File: config.mk
export PLATFORM = sky130hd
export DESIGN_NAME = dcache_axi_if_flat
export DESIGN_NICKNAME = d
export VERILOG_FILES = /design/src/rtl/dcache_axi_if_if.sv /design/src/rtl/dcache_axi_if.sv /design/src/flat_wrapper.sv
export SDC_FILE = /design/constraint.sdc
export NUM_CORES = 1
export LEC_CHECK = 0
export CAP_MARGIN = 20
export CORE_AREA = 2 2 320 322
export CTS_CLUSTER_DIAMETER = 200
export DETAILED_ROUTE_END_ITERATION = 16
export DIE_AREA = 0 0 322 324
export PLACE_DENSITY = 0.54
export SLEW_MARGIN = 20
export SYNTH_ARGS = -nofsm -noshare
export SYNTH_HDL_FRONTEND = slang
export SYNTH_SLANG_ARGS = --single-unit
File: constraint.sdc
create_clock -name clk -period 4.1 [get_ports clk]
set_input_delay 0.82 -clock clk [delete_from_list [all_inputs] [get_ports clk]]
set_output_delay 0.82 -clock clk [all_outputs]
set_load 0.01 [all_outputs]
File: src/rtl/dcache_axi_if_if.sv
// AXI4 bus between the data-cache refill/writeback engine (master) and memory (slave).
interface dcache_axi_bus_if;
  logic [3:0]  arid;
  logic [31:0] araddr;
  logic [7:0]  arlen;
  logic [2:0]  arsize;
  logic [1:0]  arburst;
  logic        arvalid;
  logic        arready;
  logic [3:0]  rid;
  logic [31:0] rdata;
  logic [1:0]  rresp;
  logic        rlast;
  logic        rvalid;
  logic        rready;
  logic [3:0]  awid;
  logic [31:0] awaddr;
  logic [7:0]  awlen;
  logic [2:0]  awsize;
  logic [1:0]  awburst;
  logic        awvalid;
  logic        awready;
  logic [31:0] wdata;
  logic [3:0]  wstrb;
  logic        wlast;
  logic        wvalid;
  logic        wready;
  logic        bvalid;
  logic [1:0]  bresp;
  logic        bready;

  modport master (
    output arid, araddr, arlen, arsize, arburst, arvalid, input arready,
    input rid, rdata, rresp, rlast, rvalid, output rready,
    output awid, awaddr, awlen, awsize, awburst, awvalid, input awready,
    output wdata, wstrb, wlast, wvalid, input wready,
    input bvalid, bresp, output bready
  );

  modport slave (
    input arid, araddr, arlen, arsize, arburst, arvalid, output arready,
    output rid, rdata, rresp, rlast, rvalid, input rready,
    input awid, awaddr, awlen, awsize, awburst, awvalid, output awready,
    input wdata, wstrb, wlast, wvalid, output wready,
    output bvalid, bresp, input bready
  );
endinterface

File: src/rtl/dcache_axi_if.sv
// Data-cache AXI master: independent read FSM (line refill / uncached read) and
// write FSM (line writeback / uncached write), all bus outputs registered.
module dcache_axi_if #(
  parameter logic [3:0] AXI_ID     = 4'd1,
  parameter int         LINE_BEATS = 8
) (
  input  logic         clk,
  input  logic         rst_n,
  input  logic         ca_rreq_i,
  input  logic         uc_rreq_i,
  input  logic         uc_wreq_i,
  input  logic         wb_req_i,
  input  logic [31:0]  raddr_i,
  input  logic [31:0]  waddr_i,
  input  logic [1:0]   uc_size_i,
  input  logic [31:0]  uc_wdata_i,
  input  logic [3:0]   uc_wstrb_i,
  input  logic [255:0] wb_line_i,
  output logic         rend_o,
  output logic [255:0] line_rdata_o,
  output logic         wend_o,
  output logic         rbusy_o,
  output logic         wbusy_o,
  dcache_axi_bus_if.master axi
);

  localparam logic [7:0] BURST_LEN = 8'(LINE_BEATS - 1);
  localparam logic [1:0] BURST_INCR = 2'b01;

  typedef enum logic [1:0] {R_IDLE = 2'd0, R_AR = 2'd1, R_DATA = 2'd2} rstate_t;
  typedef enum logic [1:0] {W_IDLE = 2'd0, W_AW = 2'd1, W_DATA = 2'd2, W_B = 2'd3} wstate_t;

  rstate_t      rstate_q, rstate_d;
  logic         arvalid_q, arvalid_d;
  logic [31:0]  araddr_q, araddr_d;
  logic [7:0]   arlen_q, arlen_d;
  logic [2:0]   arsize_q, arsize_d;
  logic         rready_q, rready_d;
  logic [2:0]   rcnt_q, rcnt_d;
  logic [255:0] line_q, line_d;
  logic         rend_q, rend_d;
  logic         rbusy_q, rbusy_d;

  wstate_t      wstate_q, wstate_d;
  logic         awvalid_q, awvalid_d;
  logic [31:0]  awaddr_q, awaddr_d;
  logic [7:0]   awlen_q, awlen_d;
  logic [2:0]   awsize_q, awsize_d;
  logic [255:0] wline_q, wline_d;
  logic [3:0]   wstrb_q, wstrb_d;
  logic [31:0]  wdata_q, wdata_d;
  logic         wlast_q, wlast_d;
  logic         wvalid_q, wvalid_d;
  logic         bready_q, bready_d;
  logic [2:0]   wbeat_q, wbeat_d;
  logic         wend_q, wend_d;
  logic         wbusy_q, wbusy_d;

  logic [2:0]   wbeat_nx_s;
  logic         unused_s;

  assign wbeat_nx_s = wbeat_q + 3'd1;
  // Response ID and status are deliberately ignored.
  assign unused_s   = ^{axi.rid, axi.rresp, axi.bresp};

  // Read FSM next-state and registered-output computation.
  always_comb begin
    rstate_d  = rstate_q;
    arvalid_d = arvalid_q;
    araddr_d  = araddr_q;
    arlen_d   = arlen_q;
    arsize_d  = arsize_q;
    rready_d  = rready_q;
    rcnt_d    = rcnt_q;
    line_d    = line_q;
    rend_d    = 1'b0;
    case (rstate_q)
      R_IDLE: begin
        if (ca_rreq_i || uc_rreq_i) begin
          if (ca_rreq_i) begin
            araddr_d = {raddr_i[31:5], 5'd0};
            arlen_d  = BURST_LEN;
            arsize_d = 3'd2;
          end else begin
            araddr_d = raddr_i;
            arlen_d  = 8'd0;
            arsize_d = {1'b0, uc_size_i};
          end
          line_d    = 256'd0;
          arvalid_d = 1'b1;
          rstate_d  = R_AR;
        end else begin
          rstate_d = R_IDLE;
        end
      end
      R_AR: begin
        if (axi.arready) begin
          arvalid_d = 1'b0;
          rready_d  = 1'b1;
          rcnt_d    = 3'd0;
          rstate_d  = R_DATA;
        end else begin
          arvalid_d = 1'b1;
        end
      end
      R_DATA: begin
        if (axi.rvalid && rready_q) begin
          line_d[{rcnt_q, 5'd0} +: 32] = axi.rdata;
          rcnt_d = rcnt_q + 3'd1;
          if (axi.rlast) begin
            rready_d = 1'b0;
            rend_d   = 1'b1;
            rstate_d = R_IDLE;
          end else begin
            rstate_d = R_DATA;
          end
        end else begin
          rstate_d = R_DATA;
        end
      end
      default: begin
        rstate_d  = R_IDLE;
        arvalid_d = 1'b0;
        rready_d  = 1'b0;
      end
    endcase
    rbusy_d = (rstate_d != R_IDLE);
  end

  // Read FSM state and output registers.
  always_ff @(posedge clk or negedge rst_n) begin
    if (!rst_n) begin
      rstate_q  <= R_IDLE;
      arvalid_q <= 1'b0;
      araddr_q  <= 32'd0;
      arlen_q   <= 8'd0;
      arsize_q  <= 3'd0;
      rready_q  <= 1'b0;
      rcnt_q    <= 3'd0;
      line_q    <= 256'd0;
      rend_q    <= 1'b0;
      rbusy_q   <= 1'b0;
    end else begin
      rstate_q  <= rstate_d;
      arvalid_q <= arvalid_d;
      araddr_q  <= araddr_d;
      arlen_q   <= arlen_d;
      arsize_q  <= arsize_d;
      rready_q  <= rready_d;
      rcnt_q    <= rcnt_d;
      line_q    <= line_d;
      rend_q    <= rend_d;
      rbusy_q   <= rbusy_d;
    end
  end

  // Write FSM next-state and registered-output computation.
  always_comb begin
    wstate_d  = wstate_q;
    awvalid_d = awvalid_q;
    awaddr_d  = awaddr_q;
    awlen_d   = awlen_q;
    awsize_d  = awsize_q;
    wline_d   = wline_q;
    wstrb_d   = wstrb_q;
    wdata_d   = wdata_q;
    wlast_d   = wlast_q;
    wvalid_d  = wvalid_q;
    bready_d  = bready_q;
    wbeat_d   = wbeat_q;
    wend_d    = 1'b0;
    case (wstate_q)
      W_IDLE: begin
        if (wb_req_i || uc_wreq_i) begin
          if (wb_req_i) begin
            awaddr_d = {waddr_i[31:5], 5'd0};
            awlen_d  = BURST_LEN;
            awsize_d = 3'd2;
            wline_d  = wb_line_i;
            wstrb_d  = 4'hF;
          end else begin
            awaddr_d = waddr_i;
            awlen_d  = 8'd0;
            awsize_d = {1'b0, uc_size_i};
            wline_d  = {224'd0, uc_wdata_i};
            wstrb_d  = uc_wstrb_i;
          end
          awvalid_d = 1'b1;
          wstate_d  = W_AW;
        end else begin
          wstate_d = W_IDLE;
        end
      end
      W_AW: begin
        if (axi.awready) begin
          awvalid_d = 1'b0;
          wvalid_d  = 1'b1;
          wbeat_d   = 3'd0;
          wdata_d   = wline_q[31:0];
          wlast_d   = (awlen_q == 8'd0);
          wstate_d  = W_DATA;
        end else begin
          awvalid_d = 1'b1;
        end
      end
      W_DATA: begin
        if (axi.wready && wvalid_q) begin
          if (wlast_q) begin
            wvalid_d = 1'b0;
            wlast_d  = 1'b0;
            bready_d = 1'b1;
            wstate_d = W_B;
          end else begin
            // Prefetch the next beat so wdata/wlast stay registered.
            wbeat_d = wbeat_nx_s;
            wdata_d = wline_q[{wbeat_nx_s, 5'd0} +: 32];
            wlast_d = ({5'd0, wbeat_nx_s} == awlen_q);
          end
        end else begin
          wstate_d = W_DATA;
        end
      end
      W_B: begin
        if (axi.bvalid && bready_q) begin
          bready_d = 1'b0;
          wend_d   = 1'b1;
          wstate_d = W_IDLE;
        end else begin
          wstate_d = W_B;
        end
      end
      default: begin
        wstate_d  = W_IDLE;
        awvalid_d = 1'b0;
        wvalid_d  = 1'b0;
        bready_d  = 1'b0;
      end
    endcase
    wbusy_d = (wstate_d != W_IDLE);
  end

  // Write FSM state and output registers.
  always_ff @(posedge clk or negedge rst_n) begin
    if (!rst_n) begin
      wstate_q  <= W_IDLE;
      awvalid_q <= 1'b0;
      awaddr_q  <= 32'd0;
      awlen_q   <= 8'd0;
      awsize_q  <= 3'd0;
      wline_q   <= 256'd0;
      wstrb_q   <= 4'd0;
      wdata_q   <= 32'd0;
      wlast_q   <= 1'b0;
      wvalid_q  <= 1'b0;
      bready_q  <= 1'b0;
      wbeat_q   <= 3'd0;
      wend_q    <= 1'b0;
      wbusy_q   <= 1'b0;
    end else begin
      wstate_q  <= wstate_d;
      awvalid_q <= awvalid_d;
      awaddr_q  <= awaddr_d;
      awlen_q   <= awlen_d;
      awsize_q  <= awsize_d;
      wline_q   <= wline_d;
      wstrb_q   <= wstrb_d;
      wdata_q   <= wdata_d;
      wlast_q   <= wlast_d;
      wvalid_q  <= wvalid_d;
      bready_q  <= bready_d;
      wbeat_q   <= wbeat_d;
      wend_q    <= wend_d;
      wbusy_q   <= wbusy_d;
    end
  end

  assign axi.arid    = AXI_ID;
  assign axi.araddr  = araddr_q;
  assign axi.arlen   = arlen_q;
  assign axi.arsize  = arsize_q;
  assign axi.arburst = BURST_INCR;
  assign axi.arvalid = arvalid_q;
  assign axi.rready  = rready_q;
  assign axi.awid    = AXI_ID;
  assign axi.awaddr  = awaddr_q;
  assign axi.awlen   = awlen_q;
  assign axi.awsize  = awsize_q;
  assign axi.awburst = BURST_INCR;
  assign axi.awvalid = awvalid_q;
  assign axi.wdata   = wdata_q;
  assign axi.wstrb   = wstrb_q;
  assign axi.wlast   = wlast_q;
  assign axi.wvalid  = wvalid_q;
  assign axi.bready  = bready_q;

  assign rend_o       = rend_q;
  assign line_rdata_o = line_q;
  assign wend_o       = wend_q;
  assign rbusy_o      = rbusy_q;
  assign wbusy_o      = wbusy_q;

endmodule

File: src/flat_wrapper.sv
// flat-port wrapper written by rule: the top's interface ports become plain ports
module dcache_axi_if_flat 
#(
  parameter logic [3:0] AXI_ID     = 4'd1,
  parameter int         LINE_BEATS = 8
)
  (clk, rst_n, ca_rreq_i, uc_rreq_i, uc_wreq_i, wb_req_i, raddr_i, waddr_i, uc_size_i, uc_wdata_i, uc_wstrb_i, wb_line_i, rend_o, line_rdata_o, wend_o, rbusy_o, wbusy_o, axi_arid, axi_araddr, axi_arlen, axi_arsize, axi_arburst, axi_arvalid, axi_arready, axi_rid, axi_rdata, axi_rresp, axi_rlast, axi_rvalid, axi_rready, axi_awid, axi_awaddr, axi_awlen, axi_awsize, axi_awburst, axi_awvalid, axi_awready, axi_wdata, axi_wstrb, axi_wlast, axi_wvalid, axi_wready, axi_bvalid, axi_bresp, axi_bready);
  dcache_axi_bus_if axi_i ();
  input  logic clk;
  input  logic rst_n;
  input  logic ca_rreq_i;
  input  logic uc_rreq_i;
  input  logic uc_wreq_i;
  input  logic wb_req_i;
  input  logic [31:0] raddr_i;
  input  logic [31:0] waddr_i;
  input  logic [1:0] uc_size_i;
  input  logic [31:0] uc_wdata_i;
  input  logic [3:0] uc_wstrb_i;
  input  logic [255:0] wb_line_i;
  output logic rend_o;
  output logic [255:0] line_rdata_o;
  output logic wend_o;
  output logic rbusy_o;
  output logic wbusy_o;
  output wire logic [$bits(axi_i.arid)-1:0] axi_arid;
  output wire logic [$bits(axi_i.araddr)-1:0] axi_araddr;
  output wire logic [$bits(axi_i.arlen)-1:0] axi_arlen;
  output wire logic [$bits(axi_i.arsize)-1:0] axi_arsize;
  output wire logic [$bits(axi_i.arburst)-1:0] axi_arburst;
  output wire logic [$bits(axi_i.arvalid)-1:0] axi_arvalid;
  input wire logic [$bits(axi_i.arready)-1:0] axi_arready;
  input wire logic [$bits(axi_i.rid)-1:0] axi_rid;
  input wire logic [$bits(axi_i.rdata)-1:0] axi_rdata;
  input wire logic [$bits(axi_i.rresp)-1:0] axi_rresp;
  input wire logic [$bits(axi_i.rlast)-1:0] axi_rlast;
  input wire logic [$bits(axi_i.rvalid)-1:0] axi_rvalid;
  output wire logic [$bits(axi_i.rready)-1:0] axi_rready;
  output wire logic [$bits(axi_i.awid)-1:0] axi_awid;
  output wire logic [$bits(axi_i.awaddr)-1:0] axi_awaddr;
  output wire logic [$bits(axi_i.awlen)-1:0] axi_awlen;
  output wire logic [$bits(axi_i.awsize)-1:0] axi_awsize;
  output wire logic [$bits(axi_i.awburst)-1:0] axi_awburst;
  output wire logic [$bits(axi_i.awvalid)-1:0] axi_awvalid;
  input wire logic [$bits(axi_i.awready)-1:0] axi_awready;
  output wire logic [$bits(axi_i.wdata)-1:0] axi_wdata;
  output wire logic [$bits(axi_i.wstrb)-1:0] axi_wstrb;
  output wire logic [$bits(axi_i.wlast)-1:0] axi_wlast;
  output wire logic [$bits(axi_i.wvalid)-1:0] axi_wvalid;
  input wire logic [$bits(axi_i.wready)-1:0] axi_wready;
  input wire logic [$bits(axi_i.bvalid)-1:0] axi_bvalid;
  input wire logic [$bits(axi_i.bresp)-1:0] axi_bresp;
  output wire logic [$bits(axi_i.bready)-1:0] axi_bready;
  assign axi_arid = axi_i.arid;
  assign axi_araddr = axi_i.araddr;
  assign axi_arlen = axi_i.arlen;
  assign axi_arsize = axi_i.arsize;
  assign axi_arburst = axi_i.arburst;
  assign axi_arvalid = axi_i.arvalid;
  assign axi_i.arready = axi_arready;
  assign axi_i.rid = axi_rid;
  assign axi_i.rdata = axi_rdata;
  assign axi_i.rresp = axi_rresp;
  assign axi_i.rlast = axi_rlast;
  assign axi_i.rvalid = axi_rvalid;
  assign axi_rready = axi_i.rready;
  assign axi_awid = axi_i.awid;
  assign axi_awaddr = axi_i.awaddr;
  assign axi_awlen = axi_i.awlen;
  assign axi_awsize = axi_i.awsize;
  assign axi_awburst = axi_i.awburst;
  assign axi_awvalid = axi_i.awvalid;
  assign axi_i.awready = axi_awready;
  assign axi_wdata = axi_i.wdata;
  assign axi_wstrb = axi_i.wstrb;
  assign axi_wlast = axi_i.wlast;
  assign axi_wvalid = axi_i.wvalid;
  assign axi_i.wready = axi_wready;
  assign axi_i.bvalid = axi_bvalid;
  assign axi_i.bresp = axi_bresp;
  assign axi_bready = axi_i.bready;
  dcache_axi_if #(.AXI_ID(AXI_ID), .LINE_BEATS(LINE_BEATS)) u_core (.clk(clk), .rst_n(rst_n), .ca_rreq_i(ca_rreq_i), .uc_rreq_i(uc_rreq_i), .uc_wreq_i(uc_wreq_i), .wb_req_i(wb_req_i), .raddr_i(raddr_i), .waddr_i(waddr_i), .uc_size_i(uc_size_i), .uc_wdata_i(uc_wdata_i), .uc_wstrb_i(uc_wstrb_i), .wb_line_i(wb_line_i), .rend_o(rend_o), .line_rdata_o(line_rdata_o), .wend_o(wend_o), .rbusy_o(rbusy_o), .wbusy_o(wbusy_o), .axi(axi_i));
endmodule
==> impl_metrics.py <==
metrics = {
    "status": {
        "status": "complete, no violations",
    },
    "timing": {
        "final_hold_viol_count": 0,
        "grt_setup_unrepaired": "false",
        "fin_ws_ns": 0.9547,
        "fin_skew_ns": 0.02693,
        "max_freq_mhz": 317.9,
        "setup_viol": 0,
        "worst_pin_slew_ns": 1.058,
        "finalSetupTns_ns": 0,
        "slew_violations": 0,
        "fin_crit_sh_pct": 76.72,
        "min_period_ns": 3.145,
        "relSlewSlack_pct": 29.31,
    },
    "place": {
        "place_ws_ns": 0.8502,
        "dp.cells": 3987,
        "gp_congestion": 0.8371,
        "post-dp-hpwl_mm": 75.22,
        "io_buffers": 777,
        "post_dp_cell_area_mm2": 0.03578,
    },
    "cts": {
        "clock_sinks": 638,
        "htree_levels": 3,
        "ctsLongestPathBuffers": 3,
        "cts_tree": "yes",
        "postCtsSetupRepairBufs": 0,
        "post_cts_resized": 0,
        "clk_latency_ns": 0.63,
        "root_buffer": "clkbuf_16",
        "cts_hold_buf": 0,
        "numCtsBuffers": 79,
        "clkSlewWorstSetupHoldPaths_ns": 0.06,
    },
    "finish": {
        "layout.cells.non_filler": 4134,
        "areaGrowthSynthToFinish_pct": 44.89,
        "layout-drive-gt1-share_pct": 10.82,
        "final_common_cell": "clkdlybuf4s50_1",
        "post-route-cell-area_mm2": 0.03853,
        "layout.nets": 3177,
        "utilization_pct": 38.15,
        "final_cell_mix": "clkdlybuf4s50_1 (775), dfrtp_1 (637), a22o_1 (405)",
    },
    "yosys": {
        "synth_simple_gate_area_share_pct": 7.541,
        "async_flop_share_pct": 100.0,
        "synth_top_family_by_area": "compound AO/OA/AOI/OAI gates",
        "synth_seq_area_share_pct": 60.03,
        "synth_edf_count": 0,
        "netlist_area_mm2": 0.02660,
        "synth_fa_ha_area_share_pct": 0.3764,
        "synth-xor-area-share_pct": 0.03293,
        "ys_ff_latch": 638,
        "synth_cell_types": 62,
        "ys.warnings.count": 0,
        "synthMuxAreaShare_pct": 11.60,
        "synth_ff_type": "dfrtp_1",
        "synth_compound_area_share_pct": 15.96,
        "avgSynthCellArea_um2": 13.15,
        "synth_cells": 2022,
    },
    "drt": {
        "detail_route.wl_per_cell_um": 25.58,
        "via_per_inst": 4.992,
        "routed_wl_mm": 105.7,
        "postRouteAntennaNets": 0,
        "drt_iter0_drc": 1261,
        "first_pass_iters": 8,
        "drc": 0,
        "via_count": 20640,
    },
    "power": {
        "internal_power_mw": 16.92,
        "irDropWorstVdd_mv": 0.4109,
        "leakagePower_nw": 17.04,
        "power_frac_comb_pct": 35.8,
        "p_clk_share_pct": 28.6,
        "netSwitchingFraction_pct": 34.32,
        "p_switching_mw": 8.844,
        "power_density_mw_per_mm2": 668.7,
        "seq_power_share_pct": 35.6,
    },
    "grt": {
        "grt_pass1_wl_mm": 151.6,
        "grt_pass1_vias": 21830,
        "grt_util_all_layers_pct": 19.70,
        "grt_overflow": 0,
        "antenna_found_initial": 26,
        "grt_max_degree": 194,
    },
    "die": {
        "rows": 117,
        "die_area_mm2": 0.1043,
        "die_h_um": 324,
        "die_x_um": 322,
        "num_io_pins": 810,
        "start_util_pct": 26.33,
        "core_mm2": 0.1010,
    },
    "worst_setup_path": {
        "startpoint_type": "flop",
        "path_class": "flop to flop",
        "cp_slowest_stage_delay_ns": 0.63,
        "crit_arrival_ns": 3.66,
        "critPathCaptureType": "flop",
        "cp_max_fo": 21,
        "cp_cell_sequence": "inv_1, ha_1, ha_1, inv_1, nor2_1, a31oi_4, buf_4, a22o_1",
        "rr_worst_depth": 8,
        "reg2reg_from": "u_core.rcnt_q[0]",
        "r2r_slack_ns": 0.95,
        "r2r_end": "u_core.line_rdata_o[36]",
        "crit_slowest_cell": "dfrtp_1",
        "required_ns": 4.61,
    },
    "flow_run": {
        "maxCapViolations": 0,
    },
    "hold_path": {
        "hold_class": "primary input to async pin",
    },
}
-- through the flow --
step	hold WS, ns	power, mW
after detailed placement	0.4619	18.54
final	0.2228	25.77
after global placement	0.4631	18.35
after CTS	0.2436	26.06
after floorplan	0.4606	14.19
after global routing	0.2610	27.12
-- power groups by stage --
stage	logic, mW	clock network (mW)	registers (mW)
floorplan	5.02	0	9.17
global placement	9.18	0	9.17
detailed placement	9.28	0	9.26
CTS	9.37	7.53	9.17
global route	9.92	7.80	9.39
finish	9.23	7.36	9.17
-- state kept, by name, indices dropped and copies added (netlist names), 2 cells and up --
register	flops
u_core.rcnt_q	3
u_core.axi.wdata	32
u_core.wstate_q	2
u_core.wline_q	256
u_core.axi.araddr	32
u_core.rstate_q	2
u_core.line_rdata_o	256
u_core.axi.awsize	2
u_core.axi.awaddr	32
u_core.axi.arsize	2
u_core.wbeat_q	3
u_core.axi.wstrb	4
-- cell usage after synthesis, types with 2 or more instances --
cell type	count	share of area (%)
buf_4	33	0.93
o31ai_1	2	0.056
mux4_2	64	5.4
a21o_1	2	0.056
o32a_1	2	0.075
nand4b_1	2	0.066
mux2i_1	64	2.4
nor3b_1	2	0.056
a22o_1	405	13
clkbuf_1	32	0.45
ha_1	8	0.38
nor4bb_1	2	0.075
dfrtp_1	638	60
nor4_1	3	0.071
buf_6	5	0.21
inv_1	13	0.18
a31oi_2	4	0.19
nand2_1	277	3.9
o211ai_1	2	0.056
o21ai_1	35	0.66
a21oi_2	2	0.066
buf_2	119	2.2
mux2_1	56	2.4
nor3_2	2	0.075
nand2b_1	4	0.094
a311oi_1	2	0.066
a32o_1	21	0.79
buf_1	8	0.11
o21ai_0	6	0.11
and2_1	27	0.64
conb_1	2	0.028
a21oi_1	11	0.21
nand3b_1	6	0.17
nand3_1	71	1.3
or2_1	2	0.047
and3_1	11	0.26
nor3_1	2	0.038
mux2_2	33	1.4
nor2_1	16	0.23
buf_12	4	0.30
-- cells by family (layout without fill, tap and decap cells) --
group	Yosys count	count (layout)
buffers and inverters	214	988
XOR/XNOR	1	1
other	2	31
AND/OR/NAND/NOR	439	439
adder cells (fa/ha/maj)	8	8
flip-flops	638	638
multiplexers	217	217
AO/OA/AOI/OAI	503	503
-- worst max path at each step --
stage                               end              from  cells after the start
2_1_floorplan  u_core.line_rdata_o[128]  u_core.rcnt_q[0]                      8
3_3_place_gp       u_core.axi.awaddr[6]         uc_wreq_i                      5
3_5_place_dp       u_core.axi.awaddr[6]         uc_wreq_i                      5
4_1_cts         u_core.line_rdata_o[36]  u_core.rcnt_q[0]                      8
5_1_grt         u_core.line_rdata_o[36]  u_core.rcnt_q[0]                      8
6_report        u_core.line_rdata_o[36]  u_core.rcnt_q[0]                      8
-- worst max-delay path: cells and delay by family, from the launching register on --
| family | cells | cell delay (ns) |
|---|---|---|
| AND/OR/NAND/NOR | 1 | 0.40 |
| flip-flops | 1 | 0.63 |
| AO/OA/AOI/OAI | 2 | 0.55 |
| adder cells (fa/ha/maj) | 2 | 0.71 |
| buffers and inverters | 3 | 0.69 |
-- layout make-up --
type | count | area (um^2)
fill | 9638 | 62470
sequential | 638 | 15970
multi-input combinational | 1192 | 9677
timing repair buffer | 835 | 8451
clock buffer | 115 | 2337
tap | 1309 | 1638
clock inverter | 25 | 396.6
inverter | 13 | 48.80
antenna | 7 | 17.52
-- layer usage --
| layer | wire [um] | vias to the layer above | GRT usage (%) |
|---|---|---|---|
| li1 | - | 8902 | - |
| met1 | 42040 | 10610 | 23.96 |
| met2 | 48730 | 908 | 31.25 |
| met3 | 10940 | 190 | 7.904 |
| met4 | 3869 | 28 | 7.643 |
| met5 | 177 | - | 0 |
(Power assumes the default switching activity.)
